==> src/rtl/qam_rx_pkg.sv <==
// qam_rx_pkg: state encoding, error codes and default timing shared by
// qam_rx_sequencer and qam_rx_watchdog.
package qam_rx_pkg;

  typedef logic [3:0] state_t;

  // Wait states are contiguous so the awaited stage index is state - ST_W_CUT.
  localparam logic [3:0] ST_IDLE    = 4'd0;
  localparam logic [3:0] ST_FLUSH   = 4'd1;
  localparam logic [3:0] ST_START   = 4'd2;
  localparam logic [3:0] ST_W_CUT   = 4'd3;
  localparam logic [3:0] ST_W_CARRY = 4'd4;
  localparam logic [3:0] ST_W_FIL   = 4'd5;
  localparam logic [3:0] ST_W_SAMP  = 4'd6;
  localparam logic [3:0] ST_W_PLL   = 4'd7;
  localparam logic [3:0] ST_RUN     = 4'd8;
  localparam logic [3:0] ST_DONE    = 4'd9;
  localparam logic [3:0] ST_ERR     = 4'd10;

  localparam logic [2:0] ERR_NONE  = 3'd0;
  localparam logic [2:0] ERR_CUT   = 3'd1;
  localparam logic [2:0] ERR_CARRY = 3'd2;
  localparam logic [2:0] ERR_FIL   = 3'd3;
  localparam logic [2:0] ERR_SAMP  = 3'd4;
  localparam logic [2:0] ERR_PLL   = 3'd5;
  localparam logic [2:0] ERR_GAP   = 3'd6;
  localparam logic [2:0] ERR_ABORT = 3'd7;

  localparam int         DEF_TIMEOUT_W     = 16;
  localparam int         DEF_STAGE_TIMEOUT = 4000;
  localparam int         DEF_SYM_TIMEOUT   = 2000;
  localparam logic [7:0] DEF_FLUSH_CYC     = 8'd16;
  localparam int         DEF_SYM_W         = 12;
  localparam int         DEF_SYM_PER_FRAME = 256;

  function automatic logic is_busy(input state_t s);
    return !(s == ST_IDLE || s == ST_DONE || s == ST_ERR);
  endfunction

  // Timeout code for wait stage idx (0 = cut_pilot .. 4 = PLL lock).
  function automatic logic [2:0] stage_code(input logic [2:0] idx);
    return idx + 3'd1;
  endfunction

endpackage

==> src/rtl/qam_rx_watchdog.sv <==
// qam_rx_watchdog: saturating cycle counter; expired is high during the
// limit-th cycle since the last clear, and the count never wraps.
module qam_rx_watchdog
  import qam_rx_pkg::*;
#(
  parameter int W = DEF_TIMEOUT_W
) (
  input  logic         clk,
  input  logic         rst_n,
  input  logic         clear,
  input  logic         enable,
  input  logic [W-1:0] limit,
  output logic         expired
);

  logic [W-1:0] cnt;
  logic [W:0]   cnt_inc;

  assign cnt_inc = {1'b0, cnt} + {{W{1'b0}}, 1'b1};
  assign expired = (cnt_inc >= {1'b0, limit});

  always_ff @(posedge clk or negedge rst_n) begin
    if (!rst_n) begin
      cnt <= '0;
    end else if (clear) begin
      cnt <= '0;
    end else if (enable && !expired) begin
      cnt <= cnt_inc[W-1:0];
    end
  end

endmodule

==> src/rtl/qam_rx_sequencer.sv <==
// qam_rx_sequencer: frame controller for the QAM-16 receive chain (flush, start,
// per-stage ready watchdog, symbol counting). Optional stats via QAM_RX_SEQ_STATS_EN.
module qam_rx_sequencer
  import qam_rx_pkg::*;
#(
  parameter int                   TIMEOUT_W     = DEF_TIMEOUT_W,
  parameter logic [TIMEOUT_W-1:0] STAGE_TIMEOUT = TIMEOUT_W'(DEF_STAGE_TIMEOUT),
  parameter logic [TIMEOUT_W-1:0] SYM_TIMEOUT   = TIMEOUT_W'(DEF_SYM_TIMEOUT),
  parameter logic [7:0]           FLUSH_CYC     = DEF_FLUSH_CYC,
  parameter int                   SYM_W         = DEF_SYM_W,
  parameter logic [SYM_W-1:0]     SYM_PER_FRAME = SYM_W'(DEF_SYM_PER_FRAME)
) (
  input  logic             clk,
  input  logic             rst_n,
  input  logic             frame_req,
  input  logic             abort,
  input  logic             ready_cut,
  input  logic             ready_carry,
  input  logic             ready_fil,
  input  logic             ready_sampling,
  input  logic             ready_pll,
  output logic             chain_rst_n,
  output logic             start,
  output logic             busy,
  output logic [SYM_W-1:0] sym_cnt,
  output logic             done,
  output logic             err,
`ifdef QAM_RX_SEQ_STATS_EN
  output logic [15:0]      frame_ok_cnt,
  output logic [15:0]      frame_err_cnt,
`endif
  output logic [2:0]       err_code
);

  state_t               state;
  state_t               state_next;
  logic [2:0]           code_next;
  logic                 err_next;
  logic [SYM_W-1:0]     sym_next;
  logic [SYM_W-1:0]     sym_inc;
  logic [2:0]           stage_idx;
  logic                 wd_clear;
  logic                 wd_enable;
  logic                 wd_expired;
  logic [TIMEOUT_W-1:0] wd_limit;
  logic [4:0]           ready_q;
  logic [4:0]           ready_d;
  logic [4:0]           ready_rise;

  // Readies are registered once; a rise is registered 1 after registered 0.
  always_ff @(posedge clk or negedge rst_n) begin
    if (!rst_n) begin
      ready_q <= '0;
      ready_d <= '0;
    end else begin
      ready_q <= {ready_pll, ready_sampling, ready_fil, ready_carry, ready_cut};
      ready_d <= ready_q;
    end
  end

  assign ready_rise = ready_q & ~ready_d;
  assign stage_idx  = 3'(state - ST_W_CUT);
  assign sym_inc    = sym_cnt + SYM_W'(1);
  assign wd_enable  = (state != ST_IDLE) && (state != ST_DONE);

  // One watchdog serves flush length, stage timeouts and the symbol gap.
  always_comb begin
    case (state)
      ST_FLUSH, ST_ERR: wd_limit = TIMEOUT_W'(FLUSH_CYC);
      ST_RUN:           wd_limit = SYM_TIMEOUT;
      default:          wd_limit = STAGE_TIMEOUT;
    endcase
  end

  qam_rx_watchdog #(.W(TIMEOUT_W)) u_watchdog (
    .clk     (clk),
    .rst_n   (rst_n),
    .clear   (wd_clear),
    .enable  (wd_enable),
    .limit   (wd_limit),
    .expired (wd_expired)
  );

  always_comb begin
    state_next = state;
    code_next  = err_code;
    err_next   = err;
    sym_next   = sym_cnt;
    wd_clear   = 1'b0;
    case (state)
      ST_IDLE: begin
        if (frame_req) begin
          state_next = ST_FLUSH;
          code_next  = ERR_NONE;
          err_next   = 1'b0;
          sym_next   = '0;
        end
      end
      ST_FLUSH: begin
        if (wd_expired) state_next = ST_START;
      end
      ST_START: state_next = ST_W_CUT;
      ST_W_CUT, ST_W_CARRY, ST_W_FIL, ST_W_SAMP: begin
        // A rise on the last permitted cycle beats the timeout.
        if (ready_rise[stage_idx]) begin
          state_next = state + 4'd1;
        end else if (wd_expired) begin
          state_next = ST_ERR;
          code_next  = stage_code(stage_idx);
        end
      end
      ST_W_PLL: begin
        if (ready_rise[4]) begin
          sym_next   = SYM_W'(1);
          state_next = (SYM_PER_FRAME <= SYM_W'(1)) ? ST_DONE : ST_RUN;
        end else if (wd_expired) begin
          state_next = ST_ERR;
          code_next  = ERR_PLL;
        end
      end
      ST_RUN: begin
        if (ready_rise[4]) begin
          sym_next = sym_inc;
          wd_clear = 1'b1;
          if (sym_inc >= SYM_PER_FRAME) state_next = ST_DONE;
        end else if (wd_expired) begin
          state_next = ST_ERR;
          code_next  = ERR_GAP;
        end
      end
      ST_DONE: state_next = ST_IDLE;
      ST_ERR: begin
        if (wd_expired) state_next = ST_IDLE;
      end
      default: state_next = ST_IDLE;
    endcase

    // Abort overrides any same-cycle rise or timeout in a busy state.
    if (is_busy(state) && abort) begin
      state_next = ST_ERR;
      code_next  = ERR_ABORT;
      sym_next   = sym_cnt;
    end

    if (state_next == ST_ERR && state != ST_ERR) err_next = 1'b1;
    if (state_next != state) wd_clear = 1'b1;
  end

  // Outputs are registered from the next state so they line up with it.
  always_ff @(posedge clk or negedge rst_n) begin
    if (!rst_n) begin
      state       <= ST_IDLE;
      sym_cnt     <= '0;
      err         <= 1'b0;
      err_code    <= ERR_NONE;
      chain_rst_n <= 1'b0;
      start       <= 1'b0;
      busy        <= 1'b0;
      done        <= 1'b0;
    end else begin
      state       <= state_next;
      sym_cnt     <= sym_next;
      err         <= err_next;
      err_code    <= code_next;
      chain_rst_n <= !(state_next == ST_FLUSH || state_next == ST_ERR);
      start       <= (state_next >= ST_START) && (state_next <= ST_RUN);
      busy        <= is_busy(state_next);
      done        <= (state_next == ST_DONE);
    end
  end

`ifdef QAM_RX_SEQ_STATS_EN
  logic enter_done;
  logic enter_err;

  assign enter_done = (state_next == ST_DONE) && (state != ST_DONE);
  assign enter_err  = (state_next == ST_ERR) && (state != ST_ERR);

  always_ff @(posedge clk or negedge rst_n) begin
    if (!rst_n) begin
      frame_ok_cnt  <= 16'd0;
      frame_err_cnt <= 16'd0;
    end else begin
      if (enter_done && frame_ok_cnt != 16'hFFFF) frame_ok_cnt <= frame_ok_cnt + 16'd1;
      if (enter_err && frame_err_cnt != 16'hFFFF) frame_err_cnt <= frame_err_cnt + 16'd1;
    end
  end
`endif

endmodule

==> config.mk <==
export PLATFORM = sky130hd
export DESIGN_NAME = qam_rx_sequencer
export DESIGN_NICKNAME = d
export VERILOG_FILES = /design/src/rtl/qam_rx_pkg.sv /design/src/rtl/qam_rx_watchdog.sv /design/src/rtl/qam_rx_sequencer.sv
export SDC_FILE = /design/constraint.sdc
export NUM_CORES = 1
export LEC_CHECK = 0
export ABC_AREA = 1
export CAP_MARGIN = 15
export CORE_UTILIZATION = 50
export DETAILED_ROUTE_END_ITERATION = 16
export MAX_ROUTING_LAYER = met4
export PLACE_DENSITY = 0.74
export RECOVER_POWER = 100
export SLEW_MARGIN = 20
export SYNTH_ARGS = -nofsm -noshare
export SYNTH_HDL_FRONTEND = slang
export SYNTH_SLANG_ARGS = --single-unit
==> constraint.sdc <==
create_clock -name clk -period 3.3 [get_ports clk]
set_clock_uncertainty 0.15 [all_clocks]
set_input_delay 0.66 -clock clk [delete_from_list [all_inputs] [get_ports clk]]
set_output_delay 0.66 -clock clk [all_outputs]
set_load 0.02 [all_outputs]
==> flow_summary_export.csv <==
group,metric,value,unit
run_status,status,"finished, violations left",
run_status,violations,"setup timing",
timing,finalCriticalPeriod,3.305,ns
detailed_routing,vias,3102,
synth,synthAdderAreaFrac,0.05812,
detailed_routing,drtAntennaViolNets,0,
timing,max_freq,302.5,MHz
global_routing,grt_pass1_wl,12.56,mm
global_routing,grt_pass1_vias,2756,
synth,ys_types,31,
power,combPwrFrac,0.606,
synth,synth_area_leaders,"dfrtp_1 39%, nand2_1 14%, inv_1 8.1%",
global_routing,gr-max-usage-layer,"met2",
die,pin_count,29,
power,cell_internal_pwr,1.884,mW
place,place_hpwl,5.632,mm
synth,synthCells,450,
layout,drive_gt1_frac,0.2360,
layout,syn_to_final_growth,32.70,%
global_routing,grt_max_degree,27,
setup_path,cp-start-kind,"flip-flop",
synth,synth_top_family_by_area,"simple AND/OR/NAND/NOR gates",
synth,synth-simple-area-share,0.3456,
cts,clock-sinks,50,
cts,cts.reportedPaths.clkPinSlew,0.09,ns
power,clkPwrFrac,0.159,
setup_path,arrival,3.40,ns
synth,synth_nets,474,
cts,cts_buffers,5,
place,globalplace.congestion,0.9270,
global_routing,grt_use_met3,0.04176,
synth,post-synth-top-area-cell,"dfrtp_1",
timing,slew_headroom,0.09243,
timing,fin_ws,-0.005284,ns
timing,slew_viol_final,0,
timing,finalSetupViolations,1,
timing,post-route-period-util,1.002,
detailed_routing,drc_errors,0,
synth,async_flop_share,1.000,
place,post-place-ws,-0.01209,ns
power,leakagePower,2.059,nW
cts,cts_root_buffer,"clkbuf_8",
setup_path,cp.required,3.40,ns
cts,h-tree-depth,2,
die,die_w,82.37,um
layout,fillers,436,
detailed_routing,drtPass1Iterations,4,
global_routing,grt_usage,0.2526,
power,seqPwrFrac,0.235,
setup_path,worstSetupPathType,"flip-flop to flip-flop",
run,drv_cap,0,
power,power.share.switching,0.4386,
setup_path,critical_path.max_fanout,8,
place,port_buffers,28,
global_routing,met1_usage,0.3287,
layout,utilization,0.7071,
setup_path,endpoint_kind,"flip-flop",
synth,synth-edff-count,0,
layout,layout.nets,540,
die,die_h,82.37,um
synth,post-synth-top-count-cell,"nand2_1",
layout,insertedDiodeCount,0,
synth,syn-cell-area,3229,sq um
timing,hold_viol_final,0,
power,p_sw,1.472,mW
synth,ys.flop_type,"dfrtp_1",
synth,synth_xor_area_frac,0.03797,
synth,ys_top_cells_by_count,"121 x nand2_1, 70 x inv_1, 53 x nor2_1",
detailed_routing,wl_per_cell,13.76,um
synth,seq_area_frac_synth,0.3874,
cts,cts_tree,"built",
cts,clk_latency,0.31,ns
timing,setup_tns,-0.005284,ns
synth,ys_warn_count,0,
detailed_routing,drt_wl_total,8.143,mm
synth,synth_seq_cells,50,
power,power_density,783.2,nW/um^2
hold_path,hold_path.class,"flip-flop to flip-flop",
power,vdd_drop_max,0.6385,mV
die,row_count,28,
global_routing,grt_overflow,0,
die,start_util,0.5328,
global_routing,grt_antenna_before_repair,0,
synth,synth_compound_area_frac,0.07788,
synth,synth_top_area_share,0.3874,
synth,synthMuxAreaShare,0,
global_routing,use_met2,0.3983,
die,fp.coreArea,6061,sq um
timing,rsz0062_at_grt,"yes",
detailed_routing,viasPerCell,5.240,
die,die-area,6784,sq um
detailed_routing,drt_iter0_markers,170,
synth,synth.avg_cell_area,7.176,sq um
cts,clk_path_buf_depth,2,
timing,worst_slew_pin_slew,1.361,ns
state kept, by name (all words and copies together) (netlist names):
signal and flops:
u_watchdog.cnt 16, sym_cnt 12, ready_d 5, ready_q 5, state 4, err_code 3, busy 1, chain_rst_n 1
done 1, err 1, start 1
power by group through the flow:
stage / Sequential (mW) / Combinational [mW] / Clock (mW)
4_1_cts: 0.780 / 1.55 / 0.546
2_1_floorplan: 0.855 / 0.941 / 0
3_5_place_dp: 0.791 / 1.54 / 0
3_3_place_gp: 0.788 / 1.52 / 0
6_report: 0.790 / 2.03 / 0.533
5_1_grt: 0.803 / 2.21 / 0.564
metrics by stage:
stage / cells / power, mW / hold slack, ns / area (sq um)
final: 592 / 3.356 / 0.2317 / 4285
after global routing: 592 / 3.575 / 0.2488 / 4285
after CTS: 575 / 2.881 / 0.1993 / 3882
after detailed placement: 567 / 2.330 / 0.2155 / 3727
after global placement: 567 / 2.311 / 0.2086 / 3727
after floorplan: 450 / 1.796 / 0.2037 / 3233
cells by family (layout without fill, tap and decap cells):
family	Yosys count	in the layout
buf+inv	77	144
flops	50	50
simple gates	249	249
fa+ha+maj	15	15
xor+xnor	14	14
compound gates	45	45
path summary, 6_finish.rpt:
| kind | start | end | slack, ns | cells after the start |
|---|---|---|---|---|
| setup reg to reg | state[0] | u_watchdog.cnt[10] | -0.005 | 24 |
| max in group asynchronous | rst_n | u_watchdog.cnt[0] | 1.22 | 2 |
| hold reg to reg | ready_q[3] | ready_d[3] | 0.23 | 0 |
| hold / removal | ready_q[3] | ready_d[3] | 0.23 | 0 |
| min in group asynchronous | rst_n | sym_cnt[10] | 0.48 | 1 |
| setup / recovery | state[0] | u_watchdog.cnt[10] | -0.005 | 24 |
area by class of cell:
cell class	count	area, sq um	share of cell area
Multi-Input combinational cell	323	1929	0.4502
Sequential cell	50	1255	0.2928
Timing Repair Buffer	64	591.8	0.1381
Inverter	72	272.8	0.06365
Tap cell	75	93.84	0.02190
Clock buffer	6	82.58	0.01927
Clock inverter	2	60.06	0.01401
layer usage:
metal  vias up  routed length (um)
met5         -                   0
met4         0                 142
met3        19                 381
met2        78                3917
met1      1461                3701
li1       1544                   -
what timing repair did:
item                       CTS  global route
setup endpoints to repair   16            24
buffers inserted             0            16
cloned                       0             1
pin swaps                    0            13
hold buffers                 0             0
gates resized for setup      3            66
worst max-delay path, stage by stage, from the launching register on:
cell and delay [ns]:
dfrtp_1 0.42, inv_4 0.12, ha_4 0.15, inv_2 0.05, nor2_4 0.13, inv_2 0.08
a21oi_4 0.23, ha_4 0.25, a21oi_2 0.15, nand2_1 0.08, nor2_1 0.10, nand2_1 0.05
nand2_1 0.05, nand2_1 0.05, nand2_2 0.10, buf_6 0.11, nand3_2 0.07, nand2_2 0.10
nand3_2 0.08, nand2_1 0.08, nand2_1 0.07, nor2_2 0.15, nand3_4 0.13, clkbuf_16 0.19
nor2_2 0.07
placed cells by master, fill, tap and decap left out, types with 2 or more instances in the layout:
cell type | synthesis | routed
nand2_1 | 121 | 109
inv_1 | 70 | 63
dfrtp_1 | 50 | 47
nor2_1 | 53 | 40
buf_4 | 0 | 30
dlygate4sd3_1 | 0 | 25
nand3_1 | 26 | 23
o21ai_0 | 20 | 19
nor2_2 | 15 | 18
nand2_2 | 4 | 14
nor2_4 | 3 | 13
a21oi_1 | 14 | 12
nand4_1 | 11 | 11
ha_1 | 15 | 10
xor2_1 | 11 | 9
inv_2 | 2 | 8
nand3_2 | 4 | 6
nor3_1 | 6 | 6
clkbuf_8 | 0 | 6
ha_4 | 0 | 5
o22ai_1 | 4 | 4
xnor2_1 | 3 | 3
nor3b_1 | 3 | 3
dfrtp_2 | 0 | 3
nand2_4 | 0 | 2
a21oi_2 | 1 | 2
a211oi_1 | 2 | 2
bufinv_16 | 0 | 2
clkdlybuf4s50_1 | 0 | 2
buf_12 | 0 | 2
buf_6 | 1 | 2
(Power assumes the default switching activity.)
==> edit 1: new RTL, same settings <==
The package constant `DEF_SYM_W` goes from 12 to 14.
--- a/src/rtl/qam_rx_pkg.sv
+++ b/src/rtl/qam_rx_pkg.sv
@@ -31,5 +31,5 @@
   localparam int         DEF_SYM_TIMEOUT   = 2000;
   localparam logic [7:0] DEF_FLUSH_CYC     = 8'd16;
-  localparam int         DEF_SYM_W         = 12;
+  localparam int         DEF_SYM_W         = 14;
   localparam int         DEF_SYM_PER_FRAME = 256;
 
Ports: changed (resized sym_cnt); port bits go from 29 to 31. The function was not compared with the original's and may differ.
==> edit 1 against the unedited design <==
The flow still finishes with violations (setup timing). Sequential cell count increased by 2. Global-route usage increased by 0.094 points. Power increased by 8.1%. Worst setup slack got worse by 0.025 ns. Clock power decreased by 35%. Sequential share of layout area decreased by 1.3 points. Area after synthesis increased by 10%. Final area increased by 9.1%. Routed wire length increased by 15%.
==> edit 1: results (changes against the unedited design) <==
result of the run -> complete, but fails checks
failing checks -> setup timing
Worst R2R Path Depth -> 28 (+17%)
detailed-route via count -> 3509 (+13%)
Arrival @ worst endpoint -> 3.42 ns (+0.02 ns)
count of final setup violators -> 16 (+15)
total of buffers placed on input and output ports -> 30 (+7.1%)
post-DR wirelength/cell -> 14.1 um (+2.6%)
Post-DP Area -> 4110 um^2 (+10%)
tightest slew margin relative to the limit -> 5.99% (-3.2 points)
top area cells in the synthesized netlist -> dfrtp_1 (37%), nand2_1 (15%), inv_1 (7.6%)
post-synthesis net count -> 516 (+8.9%)
drt via density -> 5.27 (+0.55%)
worst-case setup margin in the final layout -> -0.0303 ns (-0.0250 ns)
sequential-to-total area share from yosys stat -> 36.5% (-2.2 points)
via count of the first global-routing pass -> 3259 (+18%)
Syn Area/Cell -> 7.24 um^2 (+0.89%)
pin count of the biggest net entering global routing -> 28 (+3.7%)
DRC marker count from the first detailed-route iteration -> 277 (+63%)
count of cell types in the netlist -> 33 (+6.5%)
slowest stage cell, crit path -> dfrtp_2
Final Wtd Congestion -> 0.931 (+0.41%)
share of cells above drive strength 1 -> 25.8% (+2.2 points)
Placement Setup Slack -> -0.0965 ns (-0.0844 ns)
gr usage total -> 25.4% (+0.094 points)
largest registers ranked by flip-flop count -> u_watchdog.cnt x16, sym_cnt x14
Critical Path Max Stage Delay -> 0.46 ns (+0.04 ns)
TritonRoute pass-1 iters -> 5 (+1)
cell count after placement -> 633 (+12%)
Primary FF master, synth -> dfrtp_1
maximum resistive drop on vdd -> 0.717 mV (+12%)
area share of xor/xnor cells in the synthesized design -> 3.93% (+0.14 points)
share of synthesized cell area in full adder, half adder and majority cells -> 5.27% (-0.54 points)
total half-perimeter wirelength after legalization and detailed placement -> 6430 um (+14%)
static leakage -> 2.19 nW (+6.5%)
Synth top cells by count -> nand2_1 (140), inv_1 (72), dfrtp_1 (52), nor2_1 (47), nand3_1 (33)
[edit 1: cell count changes after synthesis, moves of 4 or more]
cell,change
nor2_1,-6
a21oi_1,-4
nand3_1,+7
nand4_1,+4
nand2_1,+19
nor2_2,-6
xor2_1,+5
nor2_4,+10
[edit 1: stage by stage]
step / power [mW] / setup TNS (ns) / hold slack [ns]
after global placement: 2.77 / -0.203 / 0.211
after CTS: 3.37 / 0 / 0.217
after floorplan: 2.15 / 0 / 0.204
after global routing: 3.88 / -3.61 / 0.243
after detailed placement: 2.79 / -1.23 / 0.217
final: 3.63 / -0.369 / 0.230
[edit 1: per-layer routing]
| metal | vias to the layer above | share of wire [%] | track usage (%) |
|---|---|---|---|
| met5 | - | 0 | - |
| met4 | 0 | 2.2 | 7.58 |
| met3 | 27 | 4.7 | 3.33 |
| met2 | 109 | 50 | 41.1 |
| met1 | 1645 | 43 | 33.3 |
| li1 | 1728 | - | - |
[edit 1: logic make-up after synthesis]
| kind of cell | after synthesis |
|---|---|
| compound gates | 48 |
| xor+xnor | 16 |
| fa+ha+maj | 15 |
| buf+inv | 81 |
| flops | 52 |
| simple gates | 280 |
[edit 1: power breakdown]
| part | internal (mW) | switching, mW | total [mW] |
|---|---|---|---|
| combinational | 0.970 | 1.45 | 2.42 |
| sequential | 0.759 | 0.0962 | 0.856 |
| clock | 0.145 | 0.203 | 0.348 |
[edit 1: area by class of cell]
| type | count | area (um^2) |
|---|---|---|
| sequential | 52 | 1310 |
| inverter | 75 | 292 |
| timing repair buffer | 77 | 684 |
| clock buffer | 6 | 72.6 |
| tap | 96 | 120 |
| fill | 567 | 2160 |
| clock inverter | 1 | 5.00 |
| multi-input combinational | 359 | 2190 |
[edit 1: critical path, delay by kind of cell, from the launching register on]
| kind | cells | cell delay, ns |
|---|---|---|
| flip-flops | 1 | 0.46 |
| adder cells (fa/ha/maj) | 1 | 0.21 |
| buffers and inverters | 5 | 0.40 |
| AND/OR/NAND/NOR | 22 | 2.06 |
[edit 1: final timing paths]
kind	end	slack, ns	start
worst max-delay path	u_watchdog.cnt[15]	-0.03	u_watchdog.cnt[6]
worst min register to register	ready_d[0]	0.23	ready_q[0]
max in group asynchronous	u_watchdog.cnt[6]	1.11	rst_n
min in group asynchronous	ready_q[0]	0.52	rst_n
worst min-delay path	ready_d[0]	0.23	ready_q[0]
worst max register to register	u_watchdog.cnt[15]	-0.03	u_watchdog.cnt[6]
[edit 1: repair_timing]
action | in CTS | in global routing
endpoints found under the setup margin | 19 | 21
setup buffers | 6 | 19
gates resized for setup | 21 | 52
cloned | 1 | 0
pin swaps | 9 | 26
==> edit 2: new RTL, same settings <==
Without the edit above. Put one more register stage on the output `sym_cnt`, cleared by the reset. The value now appears one clock later. The other outputs are not delayed to match.
--- a/src/rtl/qam_rx_sequencer.sv
+++ b/src/rtl/qam_rx_sequencer.sv
@@ -33,4 +33,6 @@
 );
 
+  logic [SYM_W-1:0] sym_cnt_s0;
+
   state_t               state;
   state_t               state_next;
@@ -61,5 +63,5 @@
   assign ready_rise = ready_q & ~ready_d;
   assign stage_idx  = 3'(state - ST_W_CUT);
-  assign sym_inc    = sym_cnt + SYM_W'(1);
+  assign sym_inc    = sym_cnt_s0 + SYM_W'(1);
   assign wd_enable  = (state != ST_IDLE) && (state != ST_DONE);
 
@@ -86,5 +88,5 @@
     code_next  = err_code;
     err_next   = err;
-    sym_next   = sym_cnt;
+    sym_next   = sym_cnt_s0;
     wd_clear   = 1'b0;
     case (state)
@@ -140,5 +142,5 @@
       state_next = ST_ERR;
       code_next  = ERR_ABORT;
-      sym_next   = sym_cnt;
+      sym_next   = sym_cnt_s0;
     end
 
@@ -151,5 +153,5 @@
     if (!rst_n) begin
       state       <= ST_IDLE;
-      sym_cnt     <= '0;
+      sym_cnt_s0  <= '0;
       err         <= 1'b0;
       err_code    <= ERR_NONE;
@@ -160,5 +162,5 @@
     end else begin
       state       <= state_next;
-      sym_cnt     <= sym_next;
+      sym_cnt_s0  <= sym_next;
       err         <= err_next;
       err_code    <= code_next;
@@ -188,4 +190,12 @@
 `endif
 
+  always_ff @(posedge clk or negedge rst_n) begin
+    if (!rst_n) begin
+      sym_cnt <= '0;
+    end else begin
+      sym_cnt <= sym_cnt_s0;
+    end
+  end
+
 endmodule
 
Formal check against the unedited RTL: same outputs for any inputs over 10 cycles, from zero or initial values and one cycle with rst_n low; that may be too few to reach the edited logic, so the function may still have changed.
==> edit 2 against the unedited design <==
The run still ends with setup timing left. Area after synthesis rose by 16%. Sequential cell count grew 12. Critical path depth is 3 higher. Sequential power grew 21%. Via count rose by 10%. Routed wire length grew 9.5%. Power rose by 17%. Final area rose by 15%. Worst setup slack worse by 0.0080 ns.
==> edit 2: results (changes against the unedited design) <==
compound-gate portion of the synthesized area -> 6.02% (-1.8 points)
Int Pwr -> 2.10 mW (+12%)
total wirelength of the detailed-routed design -> 8920 um (+9.5%)
Critical Path Max Stage Delay -> 0.46 ns (+0.04 ns)
TritonCTS buffer count -> 9 (+4)
post-layout power -> 3.91 mW (+17%)
clock-pin transition on the worst setup and hold timing paths -> 0.07 ns (-0.02 ns)
largest registers ranked by flip-flop count -> u_watchdog.cnt x16, sym_cnt x12, sym_cnt_s0 x12
Arrival @ worst endpoint -> 3.45 ns (+0.05 ns)
count of cell types in the netlist -> 35 (+13%)
endpoint of the most critical register-to-register path -> u_watchdog.cnt[6]
share of cells above drive strength 1 -> 27.8% (+4.2 points)
power attributed to the clock group -> 0.645 mW (+21%)
Detail Route met2 WL -> 4510 um (+15%)
gr usage total -> 24.5% (-0.74 points)
Final Wtd Congestion -> 0.970 (+4.6%)
antenna violations before repair -> 0 (unchanged)
Synth top cells by count -> nand2_1 (126), inv_1 (66), dfrtp_1 (62), nor2_1 (58), nand3_1 (28)
detailed-route via count -> 3413 (+10%)
wire length on met3 -> 367 um (-3.7%)
sequential-to-total area share from yosys stat -> 41.5% (+2.7 points)
Worst Hold Slack -> 0.235 ns (+0.00370 ns)
pin count of the biggest net entering global routing -> 35 (+30%)
sum of negative setup slack -> -0.0546 ns (-0.0493 ns)
area share of xor/xnor cells in the synthesized design -> 2.34% (-1.5 points)
highest routed metal layer -> met4
Placement Setup Slack -> -0.153 ns (-0.141 ns)
origin of the worst min-delay path -> ready_q[2]
count of final setup violators -> 5 (+4)
DRC marker count from the first detailed-route iteration -> 174 (+2.4%)
tightest slew margin relative to the limit -> 1.62% (-7.6 points)
wire length of the first global-routing pass -> 14200 um (+13%)
Worst R2R Path Depth -> 27 (+13%)
top area cells in the synthesized netlist -> dfrtp_1 (41%), nand2_1 (13%), inv_1 (6.6%)
H-tree lvl count -> 3 (+1)
insertion delay to the later sink of the worst-skew pair -> 0.35 ns (+0.04 ns)
wire length the detailed router placed on met1 -> 3780 um (+2.2%)
post-synthesis net count -> 505 (+6.5%)
met2 Resource Use GR -> 40.0% (+0.17 points)
worst setup path endpoint -> u_watchdog.cnt[6]
share of synthesized cell area in full adder, half adder and majority cells -> 5.02% (-0.79 points)
met1 demand-to-capacity share in global routing -> 29.0% (-3.9 points)
worst-case setup margin in the final layout -> -0.0132 ns (-0.00795 ns)
highest fanout seen on the critical path -> 8 (unchanged)
met3 routing resource usage after global routing -> 5.22% (+1.0 points)
static leakage -> 2.32 nW (+13%)
result of the run -> complete, but fails checks
total half-perimeter wirelength after legalization and detailed placement -> 5980 um (+6.2%)
slowest stage cell, crit path -> dfrtp_2
failing checks -> setup timing
Min-Delay Endpoint -> ready_d[2]
maximum resistive drop on vdd -> 0.720 mV (+13%)
via count of the first global-routing pass -> 3174 (+15%)
number of nets in the layout -> 580 (+7.4%)
crit path from -> state[1]
sequential power share -> 24.5% (+1.0 points)
[edit 2: cell types whose count changed after synthesis, sizes merged, moves of 2 or more]
cell,change
dfrtp,+12
nand2,+11
a21oi,-6
a31oi,+6
nand4,+6
nor2,+6
nand3,+4
nor3b,-3
xor2,-3
a211oi,-2
inv,-2
nand3b,+2
nor4,+2
o22ai,-2
[edit 2: worst register-to-register path, stage by stage, from the launching register on]
cell	delay [ns]
dfrtp_2	0.46
inv_4	0.11
ha_4	0.13
inv_1	0.06
nor2_4	0.18
buf_6	0.13
nor2_4	0.04
ha_4	0.27
nand2_2	0.05
inv_2	0.05
nand3_2	0.07
nor2_2	0.12
nor2_1	0.06
nand2_1	0.08
nand2_1	0.07
nand2_2	0.07
nand2_4	0.07
nand2_4	0.09
nand2_2	0.05
nand2_2	0.05
nand2_2	0.07
nand2_2	0.07
nand2_2	0.06
nand2_2	0.07
nand2_2	0.06
nor2_4	0.25
nand2_8	0.18
nor2_4	0.12
[edit 2: repair_timing]
item                       in CTS  in global routing
gates cloned                    1                  0
setup endpoints to repair      17                 24
setup buffers                   2                 13
hold buffers                    0                  0
pin swaps                       2                 31
gates resized for setup        12                 66
[edit 2: cell families (layout without fill, tap and decap cells)]
family          after synthesis  count (layout)
xor+xnor                     10              10
buf+inv                      78             157
compound gates               41              41
simple gates                275             276
fa+ha+maj                    15              15
flops                        62              62
[edit 2: per-stage QoR]
stage / instances / util, %
after global placement: 628 / 59.4
after global routing: 660 / 68.0
after floorplan: 481 / -
after CTS: 647 / 63.1
final: 660 / 68.0
after detailed placement: 628 / 59.4
[edit 2: area by class of cell]
type	instances	area, um^2
Fill cell	594	2320
Multi-Input combinational cell	342	2180
Sequential cell	62	1560
Timing Repair Buffer	70	591
Inverter	71	290
Clock buffer	11	151
Tap cell	99	124
Clock inverter	5	40.0
